## src/rtl/uart_rx_mode3.sv

```systemverilog
// uart_rx_mode3: 9-bit (mode 3 style) UART receiver.
// 2-flop input synchronizer, 3-sample majority vote around mid-bit,
// multiprocessor (sm2) address filtering, sticky ri flag with overrun and
// framing-error pulses. The stop bit is resolved at mid-bit so that
// back-to-back frames are received without losing the next start edge.
module uart_rx_mode3 #(
  parameter int CLK_PER_BIT = 5208
) (
  input  logic       clk,
  input  logic       rst,
  input  logic       rx,
  input  logic       ren,
  input  logic       sm2,
  input  logic       ri_clr,
  output logic [7:0] rx_data,
  output logic       rb8,
  output logic       ri,
  output logic       rx_busy,
  output logic       frame_err,
  output logic       overrun
);

  localparam int CW = $clog2(CLK_PER_BIT);
  localparam int H  = CLK_PER_BIT / 2;

  localparam logic [CW-1:0] CNT_HM1  = CW'(H - 1);
  localparam logic [CW-1:0] CNT_H    = CW'(H);
  localparam logic [CW-1:0] CNT_HP1  = CW'(H + 1);
  localparam logic [CW-1:0] CNT_LAST = CW'(CLK_PER_BIT - 1);

  typedef enum logic [1:0] {
    IDLE  = 2'd0,
    START = 2'd1,
    DATA  = 2'd2,
    STOP  = 2'd3
  } state_t;

  state_t        state;
  logic [CW-1:0] cnt;
  logic [3:0]    bit_idx;

  logic          rx_p0;
  logic          rx_p1;
  logic          rx_prev;
  logic          rxs;

  logic          smp_a;
  logic          smp_b;
  logic [8:0]    shreg;

  logic          fall;
  logic          bit_val;
  logic          bit_end;
  logic          at_resolve;
  logic          ri_eff;
  logic          sm2_pass;

  // 2-of-3 majority of the samples taken at H-1, H and H+1.
  function automatic logic majority3(input logic a, input logic b, input logic c);
    return (a & b) | (a & c) | (b & c);
  endfunction

  assign rxs        = rx_p1;
  assign fall       = rx_prev & ~rxs;
  assign at_resolve = (cnt == CNT_HP1);
  assign bit_end    = (cnt == CNT_LAST);
  assign bit_val    = majority3(smp_a, smp_b, rxs);
  assign ri_eff     = ri & ~ri_clr;
  assign sm2_pass   = ~sm2 | shreg[8];
  assign rx_busy    = (state != IDLE);

  // Stage p0/p1: metastability synchronizer plus previous sample for edge detect.
  always_ff @(posedge clk) begin
    if (rst) begin
      rx_p0   <= 1'b1;
      rx_p1   <= 1'b1;
      rx_prev <= 1'b1;
    end else begin
      rx_p0   <= rx;
      rx_p1   <= rx_p0;
      rx_prev <= rx_p1;
    end
  end

  // Sample capture and bit shifting; pure datapath, no reset needed.
  always_ff @(posedge clk) begin
    if (cnt == CNT_HM1) smp_a <= rxs;
    if (cnt == CNT_H)   smp_b <= rxs;
    if (state == DATA && at_resolve) shreg <= {bit_val, shreg[8:1]};
  end

  // Receiver FSM with bit timing, frame evaluation and registered flags.
  always_ff @(posedge clk) begin
    if (rst) begin
      state     <= IDLE;
      cnt       <= '0;
      bit_idx   <= '0;
      rx_data   <= 8'h00;
      rb8       <= 1'b0;
      ri        <= 1'b0;
      frame_err <= 1'b0;
      overrun   <= 1'b0;
    end else begin
      frame_err <= 1'b0;
      overrun   <= 1'b0;
      // A load later in this block takes precedence over the clear.
      if (ri_clr) ri <= 1'b0;

      if (!ren) begin
        state   <= IDLE;
        cnt     <= '0;
        bit_idx <= '0;
      end else begin
        case (state)
          IDLE: begin
            cnt     <= '0;
            bit_idx <= '0;
            if (fall) state <= START;
          end

          START: begin
            cnt <= bit_end ? '0 : cnt + 1'b1;
            if (at_resolve && bit_val) begin
              // Line was high at mid-bit: glitch, not a start bit.
              state <= IDLE;
              cnt   <= '0;
            end else if (bit_end) begin
              state   <= DATA;
              bit_idx <= '0;
            end
          end

          DATA: begin
            cnt <= bit_end ? '0 : cnt + 1'b1;
            if (bit_end) begin
              if (bit_idx == 4'd8) begin
                state   <= STOP;
                bit_idx <= '0;
              end else begin
                bit_idx <= bit_idx + 4'd1;
              end
            end
          end

          STOP: begin
            cnt <= cnt + 1'b1;
            if (at_resolve) begin
              state <= IDLE;
              cnt   <= '0;
              if (!bit_val) begin
                frame_err <= 1'b1;
              end else if (sm2_pass) begin
                if (!ri_eff) begin
                  rx_data <= shreg[7:0];
                  rb8     <= shreg[8];
                  ri      <= 1'b1;
                end else begin
                  overrun <= 1'b1;
                end
              end
            end
          end

          default: begin
            state <= IDLE;
            cnt   <= '0;
          end
        endcase
      end
    end
  end

endmodule

```

## config.mk

```make
export PLATFORM = sky130hd
export DESIGN_NAME = uart_rx_mode3
export DESIGN_NICKNAME = d
export VERILOG_FILES = /design/src/rtl/uart_rx_mode3.sv
export SDC_FILE = /design/constraint.sdc
export NUM_CORES = 1
export LEC_CHECK = 0
export BUFFER_PORTS_ARGS = -buffer_cell sky130_fd_sc_hd__buf_2
export CORE_ASPECT_RATIO = 1.1
export CORE_MARGIN = 4
export CORE_UTILIZATION = 45
export CTS_CLUSTER_DIAMETER = 80
export DETAILED_ROUTE_END_ITERATION = 8
export PLACE_DENSITY = 0.68
export SYNTH_ARGS = -nofsm -noshare
export SYNTH_HDL_FRONTEND = slang
export SYNTH_SLANG_ARGS = --single-unit
```

## constraint.sdc

```tcl
create_clock -name clk -period 3.78 [get_ports clk]
set_input_delay 0.567 -clock clk [delete_from_list [all_inputs] [get_ports clk]]
set_output_delay 0.567 -clock clk [all_outputs]
set_load 0.01 [all_outputs]
```

==> impl_table.tex, run 1 <==
\begin{tabular}{lr}
\hline
Metric & Value \\
\hline
\multicolumn{2}{l}{\textbf{Setup path}} \\
Critical Path Sink & cnt[11] \\
Master of the slowest instance on the critical path & o2111ai\_2 \\
Series of cell instances along the critical path & nor4b\_4, nand4b\_4, o2111ai\_2, a22oi\_1 \\
Startpoint type of the worst setup path & flip-flop \\
CP arrival & 2.17 ns \\
Crit Reg-Reg Startpoint & cnt[5] \\
Required time reported for the critical path endpoint & 3.92 ns \\
Logic depth of the worst register-to-register path & 4 \\
CP Launch Point & cnt[5] \\
Worst path max stage delay & 0.60 ns \\
Maximum fanout along the worst path & 13 \\
Kind of critical path & flip-flop to flip-flop \\
Kind of end point of the critical path & flip-flop \\
R2R Setup Slk & 1.75 ns \\
Capture point of the worst reg-to-reg path & cnt[11] \\
\multicolumn{2}{l}{\textbf{STA}} \\
Final Hold Vio Count & 0 \\
Sum of negative setup slack & 0 ns \\
RSZ-0062 raised after global routing & no \\
Peak clock frequency supported by timing & 493 MHz \\
Minimum clock period & 2.03 ns \\
Relative slew slack & 56.1\% \\
Final cycle utilization of the critical path & 53.6\% \\
Count of endpoints failing setup in the final report & 0 \\
Setup ws final & 1.75 ns \\
Measured slew at the worst slew-check pin & 0.659 ns \\
Final-report max-slew violation count & 0 \\
Worst clock skew & 0.00702 ns \\
\multicolumn{2}{l}{\textbf{Pwr}} \\
Total chip power & 0.000865 W \\
Peak supply drop & 0.000212 V \\
Power density over the cells & 369 nW/um\^{}2 \\
Internal power & 0.000698 W \\
Sequential fraction of design power & 57.0\% \\
Static power due to leakage & 0.857 nW \\
Clock share of power & 41.0\% \\
Combinational fraction of design power & 2.0\% \\
Switching power share of the total & 19.3\% \\
Sw Pwr & 0.000167 W \\
\multicolumn{2}{l}{\textbf{Synth}} \\
Portion of synthesized cell area occupied by the leading cell type & 32.1\% \\
Area contributors post-synth & dfxtp\_1 (32\%), edfxtp\_1 (16\%), nand2b\_1 (6.2\%) \\
Flop and latch count out of synthesis & 45 \\
Average footprint of a synthesized cell & 10.4 sq um \\
Synth warn & 0 \\
Cell taking the most area after synthesis & dfxtp\_1 \\
Most instantiated library cell after synthesis & dfxtp\_1 \\
EDFF count, synth & 11 \\
Number of distinct library cells after synthesis & 47 \\
Part of the Yosys area used for sequential elements & 47.6\% \\
Mapped Nets & 216 \\
Share of flip-flops with an asynchronous set or reset after synthesis & 0\% \\
Most frequent cells after synthesis & dfxtp\_1 (34), nand2b\_1 (21), a21oi\_1 (12) \\
Synthesized instance count & 204 \\
Syn Std Cell Area & 2120 sq um \\
Most common flop cell mapped by yosys & dfxtp\_1 \\
\multicolumn{2}{l}{\textbf{Clock network}} \\
Latest clock arrival within the worst-skew pair & 0.29 ns \\
Clock tree buffer depth & 2 \\
Post-CTS sizing & 0 \\
Hold-fix buffer count after cts & 0 \\
Clock tree from TritonCTS & done \\
Clock Tree Root & clkbuf\_8 \\
Number of sinks on the clock net & 45 \\
Clock edge transition at the registers on the reported setup and hold paths & 0.08 ns \\
TritonCTS Buffers & 5 \\
Max H-tree Level & 2 \\
Number of buffers inserted by post-CTS setup repair & 0 \\
\multicolumn{2}{l}{\textbf{Route}} \\
Length of the first detailed-routing pass in iterations & 4 \\
DRC violation count after routing & 0 \\
Total via count in the routed design & 1474 \\
Final routed wire length divided by cell count & 13.4 microns \\
Avg Vias per Cell & 5.34 \\
Number of design-rule violations left by the first detailed-router iteration & 67 \\
Post-route antenna net violation count & 0 \\
DRT Wirelength & 3690 microns \\
\multicolumn{2}{l}{\textbf{Status}} \\
Status & completed \\
\multicolumn{2}{l}{\textbf{Die}} \\
Horiz. Die Dim & 73.5 microns \\
Die footprint & 5880 sq um \\
Die Y-Extent & 80.0 microns \\
Std-Cell Rows & 25 \\
\# IOs & 19 \\
Core region area & 4440 sq um \\
Starting utilization of the core area & 47.8\% \\
\multicolumn{2}{l}{\textbf{Final layout}} \\
Final antenna diode count & 0 \\
Area overhead of the layout relative to synthesis & 10.5\% \\
Cell Count, Final, Fillers Out & 276 \\
Utilization after layout & 52.8\% \\
Filler instances & 412 \\
Number of nets in the finished design & 233 \\
Share of layout cells above drive strength 1 & 18.0\% \\
\multicolumn{2}{l}{\textbf{GRT}} \\
Antenna violations before repair & 0 \\
Largest net degree at the start of global routing & 26 \\
Total Routing Usage GR & 13.7\% \\
Gr ovfl total & 0 \\
Global-route wire length before repair & 6360 microns \\
Vias in the first global route & 1402 \\
\multicolumn{2}{l}{\textbf{Worst hold path}} \\
Worst Hold Class & flip-flop to flip-flop \\
\multicolumn{2}{l}{\textbf{Placement}} \\
Detailed-placement wirelength estimate & 2650 microns \\
Number of cells after detailed placement & 268 \\
Global placement routability congestion & 0.802 \\
Post-place setup slack & 1.71 ns \\
Count of input and output buffers & 18 \\
\multicolumn{2}{l}{\textbf{Run}} \\
Max-cap violations & 0 \\
\hline
\end{tabular}
registers in the layout, summed over array words and instances, names as in the netlist, 4 cells and up, named ones only:
register  count
cnt          13
shreg         9
bit_idx       4
rx_data       8
metrics by stage:
step / instance area (sq um) / hold WS (ns)
floorplan: 2120 / 0.389
global placement: 2240 / 0.402
detailed placement: 2240 / 0.393
CTS: 2350 / 0.414
global route: 2350 / 0.452
finish: 2350 / 0.412
area by class of cell:
cell class | instances | area [sq um] | share of cell area [%]
Inverter | 8 | 30.0 | 1.28
Clock inverter | 2 | 38.8 | 1.65
Timing Repair Buffer | 20 | 105 | 4.48
Tap cell | 54 | 67.6 | 2.88
Clock buffer | 6 | 72.6 | 3.09
Multi-Input combinational cell | 141 | 1020 | 43.6
Sequential cell | 45 | 1010 | 43.1
critical path: cells and delay by family (launching register included):
| kind | cells | cell delay (ns) |
|---|---|---|
| AO/OA/AOI/OAI | 2 | 0.79 |
| flip-flops | 1 | 0.52 |
| AND/OR/NAND/NOR | 2 | 0.56 |
power groups by stage:
stage / sequential, W / combinational [W] / clock, W
floorplan: 0.000504 / 0.0000121 / 0
global placement: 0.000504 / 0.0000174 / 0
detailed placement: 0.000504 / 0.0000178 / 0
CTS: 0.000493 / 0.0000178 / 0.000368
global route: 0.000493 / 0.0000199 / 0.000388
finish: 0.000493 / 0.0000175 / 0.000355
worst min path at each step:
stage             to  start  depth (start not counted)
2_1_floorplan  rx_p1  rx_p0                          1
5_1_grt        rx_p0     rx                          2
4_1_cts        rx_p1  rx_p0                          1
6_report       rx_p1  rx_p0                          1
3_3_place_gp   rx_p1  rx_p0                          1
3_5_place_dp   rx_p1  rx_p0                          1
kinds of logic after synthesis:
kind of cell,synth area share [%]
simple gates,26.3
flops,47.6
compound gates,9.84
buf+inv,4.24
xor+xnor,3.71
mux,4.24
fa+ha+maj,4.07
per-layer routing:
metal / vias to the layer above / track usage, % / wire, microns
met5: - / 0 / 0
met4: 0 / 3.80 / 13
met3: 2 / 3.78 / 91
met2: 12 / 23.0 / 1860
met1: 698 / 16.9 / 1720
li1: 762 / - / -
layout by cell type, fill, tap and decap left out, types with 3 or more instances in the layout:
cell type / count
a21oi_1: 12
and3_1: 5
and4bb_2: 4
buf_2: 18
clkbuf_8: 5
dfxtp_1: 34
edfxtp_1: 11
ha_1: 6
inv_1: 8
mux2i_1: 9
nand2_1: 8
nand2b_1: 21
nand3_1: 9
nand3b_1: 3
nand4_1: 5
nor2_1: 5
nor2b_1: 3
nor3_1: 4
o21ai_0: 5
or2_2: 3
xor2_1: 8
(Power assumes the default switching activity.)
==> run 2: changes to the inputs <==
- ABC_AREA: not set -> 1
- PLACE_DENSITY: 0.68 -> 0.71
- clock period: 3.78 -> 1.85 ns (I/O delays scaled with it)
==> run 2 against run 1 <==
Net effect: combinational power is 140% higher; die area is 4.4% lower; global-route usage is 0.36 points lower.
==> impl_table.tex, run 2 <==
\begin{tabular}{lr}
\hline
Metric & Value \\
\hline
\multicolumn{2}{l}{\textbf{Final layout}} \\
Register with the most flip-flops & cnt \\
Number of flip-flops in the largest register & 13 (unchanged) \\
Share of layout cells above drive strength 1 & 22.3\% (+4.2 points) \\
Number of nets in the finished design & 276 (+18\%) \\
Cell Count, Final, Fillers Out & 319 (+16\%) \\
Area overhead of the layout relative to synthesis & 14.7\% \\
Commonest non-fill, non-tap cells in the layout & inv\_1 (39), nand2\_1 (34), dfxtp\_1 (34) \\
Registers with the highest flip-flop counts & cnt (13), shreg (9), rx\_data (8) \\
Most common library cell in the layout ignoring fill and taps & inv\_1 \\
Final antenna diode count & 0 (unchanged) \\
\multicolumn{2}{l}{\textbf{STA}} \\
Setup ws final & 0.190 ns (-1.56 ns) \\
Worst clock skew & 0.00744 ns (+0.000420 ns) \\
Minimum clock period & 1.66 ns (-0.367 ns) \\
Relative slew slack & 78.2\% (+22 points) \\
RSZ-0062 raised after global routing & no \\
Count of endpoints failing setup in the final report & 0 (unchanged) \\
Final Hold Vio Count & 0 (unchanged) \\
Sum of negative setup slack & 0 ns (unchanged) \\
Final cycle utilization of the critical path & 89.8\% (+36 points) \\
Measured slew at the worst slew-check pin & 0.327 ns (-0.332 ns) \\
Final-report max-slew violation count & 0 (unchanged) \\
Peak clock frequency supported by timing & 602 MHz (+22\%) \\
\multicolumn{2}{l}{\textbf{Clock network}} \\
Hold-fix buffer count after cts & 0 (unchanged) \\
Clock Tree Root & clkbuf\_8 \\
Number of sinks on the clock net & 45 (unchanged) \\
Clock tree buffer depth & 2 (unchanged) \\
Clock edge transition at the registers on the reported setup and hold paths & 0.09 ns (about the same) \\
Max H-tree Level & 2 (unchanged) \\
Latest clock arrival within the worst-skew pair & 0.29 ns (about the same) \\
Clock tree from TritonCTS & done \\
TritonCTS Buffers & 5 (unchanged) \\
\multicolumn{2}{l}{\textbf{Synth}} \\
Number of distinct library cells after synthesis & 30 (-36\%) \\
Portion of synthesized cell area occupied by the leading cell type & 33.7\% (+1.6 points) \\
Part of the Yosys area used for sequential elements & 50.1\% (+2.4 points) \\
Average footprint of a synthesized cell & 8.56 sq um (-18\%) \\
Syn Std Cell Area & 2020 sq um (-4.9\%) \\
Mapped Nets & 248 (+15\%) \\
Area contributors post-synth & dfxtp\_1 (34\%), edfxtp\_1 (16\%), inv\_1 (7.2\%) \\
Most frequent cells after synthesis & inv\_1 (39), dfxtp\_1 (34), nand2\_1 (34) \\
Synthesized instance count & 236 (+16\%) \\
Most instantiated library cell after synthesis & inv\_1 \\
Flop and latch count out of synthesis & 45 (unchanged) \\
EDFF count, synth & 11 (unchanged) \\
Most common flop cell mapped by yosys & dfxtp\_1 \\
Cell taking the most area after synthesis & dfxtp\_1 \\
Synth warn & 0 (unchanged) \\
Share of flip-flops with an asynchronous set or reset after synthesis & 0\% (unchanged) \\
\multicolumn{2}{l}{\textbf{Worst hold path}} \\
Worst Hold Class & primary input to flip-flop \\
\multicolumn{2}{l}{\textbf{Route}} \\
Number of design-rule violations left by the first detailed-router iteration & 60 (-10\%) \\
DRT Wirelength & 3490 microns (-5.5\%) \\
Post-route antenna net violation count & 0 (unchanged) \\
Length of the first detailed-routing pass in iterations & 4 (unchanged) \\
Total via count in the routed design & 1509 (+2.4\%) \\
DRC violation count after routing & 0 (unchanged) \\
Final routed wire length divided by cell count & 10.9 microns (-18\%) \\
Avg Vias per Cell & 4.73 (-11\%) \\
\multicolumn{2}{l}{\textbf{Setup path}} \\
Stages on worst setup path & 8 (+4) \\
Startpoint type of the worst setup path & flip-flop \\
Series of cell instances along the critical path & ha\_1, nand3\_1, nor2\_2, nand3\_2, inv\_2, nand4\_4, o21ai\_0, a21oi\_1 \\
CP arrival & 1.85 ns (-0.32 ns) \\
Delay-heaviest family, CP & simple AND/OR/NAND/NOR gates \\
Crit Reg-Reg Startpoint & cnt[0] \\
Critical Path Sink & rx\_data[1] \\
Worst path max stage delay & 0.45 ns (-0.15 ns) \\
Count of buffering cells on the critical path with inverters included & 1 (+1) \\
Kind of critical path & flip-flop to flip-flop \\
Master of the slowest instance on the critical path & dfxtp\_1 \\
CP Launch Point & cnt[0] \\
Capture point of the worst reg-to-reg path & rx\_data[1] \\
Kind of end point of the critical path & flip-flop \\
Required time reported for the critical path endpoint & 2.04 ns (-1.88 ns) \\
R2R Setup Slk & 0.19 ns (-1.56 ns) \\
Maximum fanout along the worst path & 9 (-4) \\
Logic depth of the worst register-to-register path & 8 (+4) \\
\multicolumn{2}{l}{\textbf{Die}} \\
Die Y-Extent & 78.3 microns (-2.2\%) \\
\# IOs & 19 (unchanged) \\
Core region area & 4320 sq um (-2.8\%) \\
Std-Cell Rows & 25 (unchanged) \\
Starting utilization of the core area & 46.8\% (-1.0 points) \\
Horiz. Die Dim & 71.9 microns (-2.2\%) \\
Die footprint & 5620 sq um (-4.4\%) \\
\multicolumn{2}{l}{\textbf{Pwr}} \\
Peak supply drop & 0.000376 V (+77\%) \\
Sequential fraction of design power & 56.3\% (-0.7 points) \\
Static power due to leakage & 0.883 nW (+3.0\%) \\
Sw Pwr & 0.000367 W (+120\%) \\
Switching power share of the total & 20.5\% (+1.2 points) \\
Combinational fraction of design power & 2.3\% (+0.3 points) \\
Power density over the cells & 773 nW/um\^{}2 (+110\%) \\
Total chip power & 0.00179 W (+110\%) \\
Internal power & 0.00142 W (+100\%) \\
Clock share of power & 41.4\% (+0.4 points) \\
\multicolumn{2}{l}{\textbf{Run}} \\
Max-cap violations & 0 (unchanged) \\
\multicolumn{2}{l}{\textbf{GRT}} \\
Global-route wire length before repair & 6110 microns (-4.0\%) \\
Gr ovfl total & 0 (unchanged) \\
Total Routing Usage GR & 13.3\% (-0.36 points) \\
Antenna violations before repair & 0 (unchanged) \\
Vias in the first global route & 1475 (+5.2\%) \\
Largest net degree at the start of global routing & 19 (-27\%) \\
\multicolumn{2}{l}{\textbf{Status}} \\
Status & completed \\
\multicolumn{2}{l}{\textbf{Placement}} \\
Detailed-placement wirelength estimate & 2540 microns (-4.1\%) \\
Number of cells after detailed placement & 310 (+16\%) \\
Post-place setup slack & 0.127 ns (-1.58 ns) \\
Global placement routability congestion & 0.834 (+4.0\%) \\
Count of input and output buffers & 18 (unchanged) \\
\hline
\end{tabular}
==> run 2: timing repair <==
item,CTS,global route
setup endpoints to repair,0,9
setup buffers,0,0
resized for setup,0,3
==> run 2: metrics by stage <==
| step | area (sq um) | hold slack [ns] | util (%) |
|---|---|---|---|
| after CTS | 2300 | 0.165 | 53.4 |
| final | 2320 | 0.173 | 53.7 |
| after floorplan | 2020 | 0.381 | - |
| after global placement | 2190 | 0.396 | 50.7 |
| after detailed placement | 2190 | 0.399 | 50.7 |
| after global routing | 2320 | 0.178 | 53.7 |
==> run 2: logic make-up (layout without fill, tap and decap cells) <==
kind of cell	Yosys count	after routing	share of synthesized area, %
fa+ha+maj	6	6	3.72
compound gates	33	33	9.11
flops	45	45	50.1
simple gates	105	106	27.0
buf+inv	43	71	8.36
xor+xnor	4	4	1.74
==> run 2: worst min-delay path by stage <==
stage / endpoint / startpoint / depth (start not counted)
after floorplan: rx_p0 / rx / 1
after global placement: rx_p1 / rx_p0 / 1
after detailed placement: rx_p1 / rx_p0 / 1
after CTS: rx_p0 / rx / 2
after global routing: rx_p0 / rx / 2
final: rx_p0 / rx / 2
==> run 2: area by class of cell <==
class / count / area, sq um
fillers: 400 / 2000
flip-flops and latches: 45 / 1010
multi-input cells: 149 / 852
inverters: 42 / 158
repair buffers: 21 / 113
clock buffers: 5 / 68.8
well taps: 54 / 67.6
clock inverters: 3 / 46.3
==> run 2: power groups by stage <==
stage | clock [W] | combinational, W | sequential, W
finish | 0.000742 | 0.0000416 | 0.00101
global route | 0.000799 | 0.0000471 | 0.00101
CTS | 0.000772 | 0.0000412 | 0.00101
detailed placement | 0 | 0.0000409 | 0.00103
global placement | 0 | 0.0000407 | 0.00103
floorplan | 0 | 0.0000247 | 0.00103
==> run 2: metal layers <==
layer	vias up	global-route usage [%]	routed length [microns]	share of wire [%]
li1	816	-	-	-
met1	664	16.3	1690	49
met2	22	22.2	1600	46
met3	7	3.07	131	3.8
met4	0	5.64	65	1.9
met5	-	0	0	0
==> run 3: changes to the inputs <==
- PLACE_DENSITY: 0.71 -> 0.68
- clock period: 1.85 -> 1.9 ns (I/O delays scaled with it)
==> run 3 against run 2 <==
Net effect: fmax down 0.41%; global-route usage is 0.49 points higher; final area decreased by 0.81%; utilization shrank 0.43 points; clock skew barely moved; non-clock buffer count decreased by 1; sequential share of layout area is 0.41 points higher; flip-flop and latch count unchanged; via count shrank 2.6%; critical path depth grew 1; routed wire length down 2.5%; largest power group unchanged.
==> impl_table.tex, run 3 (synthesized netlist as in run 2, its figures left out) <==
\begin{tabular}{lr}
\hline
Metric & Value \\
\hline
\multicolumn{2}{l}{\textbf{STA}} \\
Minimum clock period & 1.67 ns (+0.00676 ns) \\
Final-report max-slew violation count & 0 (unchanged) \\
Sum of negative setup slack & 0 ns (unchanged) \\
Relative slew slack & 79.1\% (+0.93 points) \\
Final cycle utilization of the critical path & 87.7\% (-2.0 points) \\
Peak clock frequency supported by timing & 600 MHz (-0.41\%) \\
Hold\_ws & 0.169 ns (-0.00378 ns) \\
Count of endpoints failing setup in the final report & 0 (unchanged) \\
Final Hold Vio Count & 0 (unchanged) \\
Measured slew at the worst slew-check pin & 0.312 ns (-0.0150 ns) \\
RSZ-0062 raised after global routing & no \\
Worst clock skew & 0.00767 ns (+0.000233 ns) \\
\multicolumn{2}{l}{\textbf{Route}} \\
Number of design-rule violations left by the first detailed-router iteration & 46 (-23\%) \\
Total via count in the routed design & 1470 (-2.6\%) \\
Routed length on met3 & 128 microns (-2.3\%) \\
Wl on met1 & 1640 microns (-2.9\%) \\
DRT Wirelength & 3400 microns (-2.5\%) \\
Final routed wire length divided by cell count & 10.7 microns (-1.9\%) \\
Wire length on met2 & 1570 microns (-2.0\%) \\
DRC violation count after routing & 0 (unchanged) \\
Post-route antenna net violation count & 0 (unchanged) \\
Top sig layer & met4 \\
Avg Vias per Cell & 4.64 (-2.0\%) \\
Length of the first detailed-routing pass in iterations & 4 (unchanged) \\
\multicolumn{2}{l}{\textbf{Worst hold path}} \\
Worst Hold Endpoint & rx\_p0 \\
Source of the worst hold timing path & rx \\
Worst Hold Class & primary input to flip-flop \\
Number of cells traversed by the worst hold path & 2 (unchanged) \\
\multicolumn{2}{l}{\textbf{Placement}} \\
Detailed-placement wirelength estimate & 2560 microns (+0.60\%) \\
Number of cells after detailed placement & 309 (-0.32\%) \\
Global placement routability congestion & 0.755 (-9.4\%) \\
Count of input and output buffers & 18 (unchanged) \\
\multicolumn{2}{l}{\textbf{Pwr}} \\
Peak supply drop & 0.000421 V (+12\%) \\
Static power due to leakage & 0.877 nW (-0.61\%) \\
Sequential fraction of design power & 56.3\% (about the same) \\
Clock share of power & 41.5\% (about the same) \\
Sw Pwr & 0.000357 W (-2.5\%) \\
Internal power & 0.00139 W (-2.7\%) \\
Combinational fraction of design power & 2.2\% (about the same) \\
Power density over the cells & 759 nW/um\^{}2 (-1.8\%) \\
Switching power share of the total & 20.5\% (+0.025 points) \\
\multicolumn{2}{l}{\textbf{Final layout}} \\
Share of layout cells above drive strength 1 & 22.1\% (-0.21 points) \\
Area overhead of the layout relative to synthesis & 13.8\% \\
Commonest non-fill, non-tap cells in the layout & inv\_1 (39), nand2\_1 (34), dfxtp\_1 (33) \\
Register with the most flip-flops & cnt \\
Number of flip-flops in the largest register & 13 (unchanged) \\
Final antenna diode count & 0 (unchanged) \\
Number of nets in the finished design & 274 (-0.72\%) \\
Most common library cell in the layout ignoring fill and taps & inv\_1 \\
Registers with the highest flip-flop counts & cnt (13), shreg (9), rx\_data (8) \\
Cell Count, Final, Fillers Out & 317 (-0.63\%) \\
\multicolumn{2}{l}{\textbf{Clock network}} \\
Clock Tree Root & clkbuf\_8 \\
Latest clock arrival within the worst-skew pair & 0.30 ns (about the same) \\
Max H-tree Level & 2 (unchanged) \\
TritonCTS Buffers & 5 (unchanged) \\
Number of sinks on the clock net & 45 (unchanged) \\
Hold-fix buffer count after cts & 0 (unchanged) \\
Clock tree from TritonCTS & done \\
Clock tree buffer depth & 2 (unchanged) \\
Clock edge transition at the registers on the reported setup and hold paths & 0.09 ns (about the same) \\
\multicolumn{2}{l}{\textbf{GRT}} \\
Vias in the first global route & 1511 (+2.4\%) \\
Total Routing Usage GR & 13.8\% (+0.49 points) \\
Largest net degree at the start of global routing & 19 (unchanged) \\
Global-route wire length before repair & 6240 microns (+2.3\%) \\
Antenna violations before repair & 0 (unchanged) \\
Gr ovfl total & 0 (unchanged) \\
\multicolumn{2}{l}{\textbf{Setup path}} \\
Logic depth of the worst register-to-register path & 9 (+1) \\
Required time reported for the critical path endpoint & 2.09 ns (+0.05 ns) \\
CP arrival & 1.85 ns (about the same) \\
Startpoint type of the worst setup path & flip-flop \\
Crit Reg-Reg Startpoint & cnt[1] \\
Kind of critical path & flip-flop to flip-flop \\
Capture point of the worst reg-to-reg path & rb8 \\
Kind of end point of the critical path & flip-flop \\
Maximum fanout along the worst path & 18 (+9) \\
R2R Setup Slk & 0.23 ns (+0.04 ns) \\
\multicolumn{2}{l}{\textbf{Die}} \\
Die footprint & 5620 sq um (unchanged) \\
Die Y-Extent & 78.3 microns (unchanged) \\
Core region area & 4320 sq um (unchanged) \\
Horiz. Die Dim & 71.9 microns (unchanged) \\
\# IOs & 19 (unchanged) \\
Std-Cell Rows & 25 (unchanged) \\
Starting utilization of the core area & 46.8\% (unchanged) \\
\multicolumn{2}{l}{\textbf{Run}} \\
Max-cap violations & 0 (unchanged) \\
\multicolumn{2}{l}{\textbf{Status}} \\
Status & completed \\
\hline
\end{tabular}
==> run 3: cell count changes in the layout (fill, tap and decap cells not counted) <==
cell	before	now
dfxtp_1	34	33
buf_4	3	2
o21ai_1	4	1
nand4_2	1	0
o21ai_0	9	12
dfxtp_2	0	1
==> run 3: what timing repair did <==
item | in CTS | in global routing
setup endpoints to repair | 0 | 8
buffers inserted | 0 | 0
resized for setup | 0 | 1
==> run 3: how the worst max path moves through the flow <==
stage                       endpoint   start  slack, ns
final                            rb8  cnt[1]       0.23
after global placement    rx_data[6]  cnt[0]       0.23
after global routing      rx_data[1]  cnt[1]       0.03
after detailed placement         rb8  cnt[0]       0.17
after floorplan             shreg[0]  cnt[0]       0.20
after CTS                        rb8  cnt[0]       0.16
==> run 3: worst max-delay path, stage by stage, from the launching register on <==
cell     delay [ns]
dfxtp_1        0.35
inv_1          0.09
ha_1           0.15
nand3_1        0.09
nor2_2         0.17
nand3_2        0.10
inv_2          0.10
nand4_4        0.21
o21ai_0        0.25
a21oi_1        0.06
==> run 3: layout make-up <==
cell class,instances,area [sq um]
fill,413,2020
sequential,45,1010
multi-input combinational,148,840
inverter,42,158
timing repair buffer,20,105
clock buffer,5,68.8
tap,54,67.6
clock inverter,3,46.3
==> run 3: power by group through the flow <==
stage / combinational, W / sequential (W) / clock, W
2_1_floorplan: 0.0000241 / 0.00100 / 0
3_3_place_gp: 0.0000388 / 0.00100 / 0
3_5_place_dp: 0.0000395 / 0.00100 / 0
4_1_cts: 0.0000397 / 0.000982 / 0.000752
5_1_grt: 0.0000451 / 0.000982 / 0.000792
6_report: 0.0000388 / 0.000982 / 0.000724
==> run 3: stage by stage <==
step | setup slack (ns) | util (%) | instance area, sq um | power [W]
after floorplan | 0.198 | - | 2020 | 0.00103
after global placement | 0.229 | 50.5 | 2180 | 0.00104
after detailed placement | 0.173 | 50.5 | 2180 | 0.00104
after CTS | 0.155 | 53.2 | 2300 | 0.00177
after global routing | 0.0295 | 53.2 | 2300 | 0.00182
final | 0.233 | 53.2 | 2300 | 0.00174
==> run 3: layer usage <==
| layer | global-route usage, % | vias to the layer above |
|---|---|---|
| li1 | - | 798 |
| met1 | 16.4 | 647 |
| met2 | 23.4 | 20 |
| met3 | 3.20 | 5 |
| met4 | 6.20 | 0 |
| met5 | 0 | - |
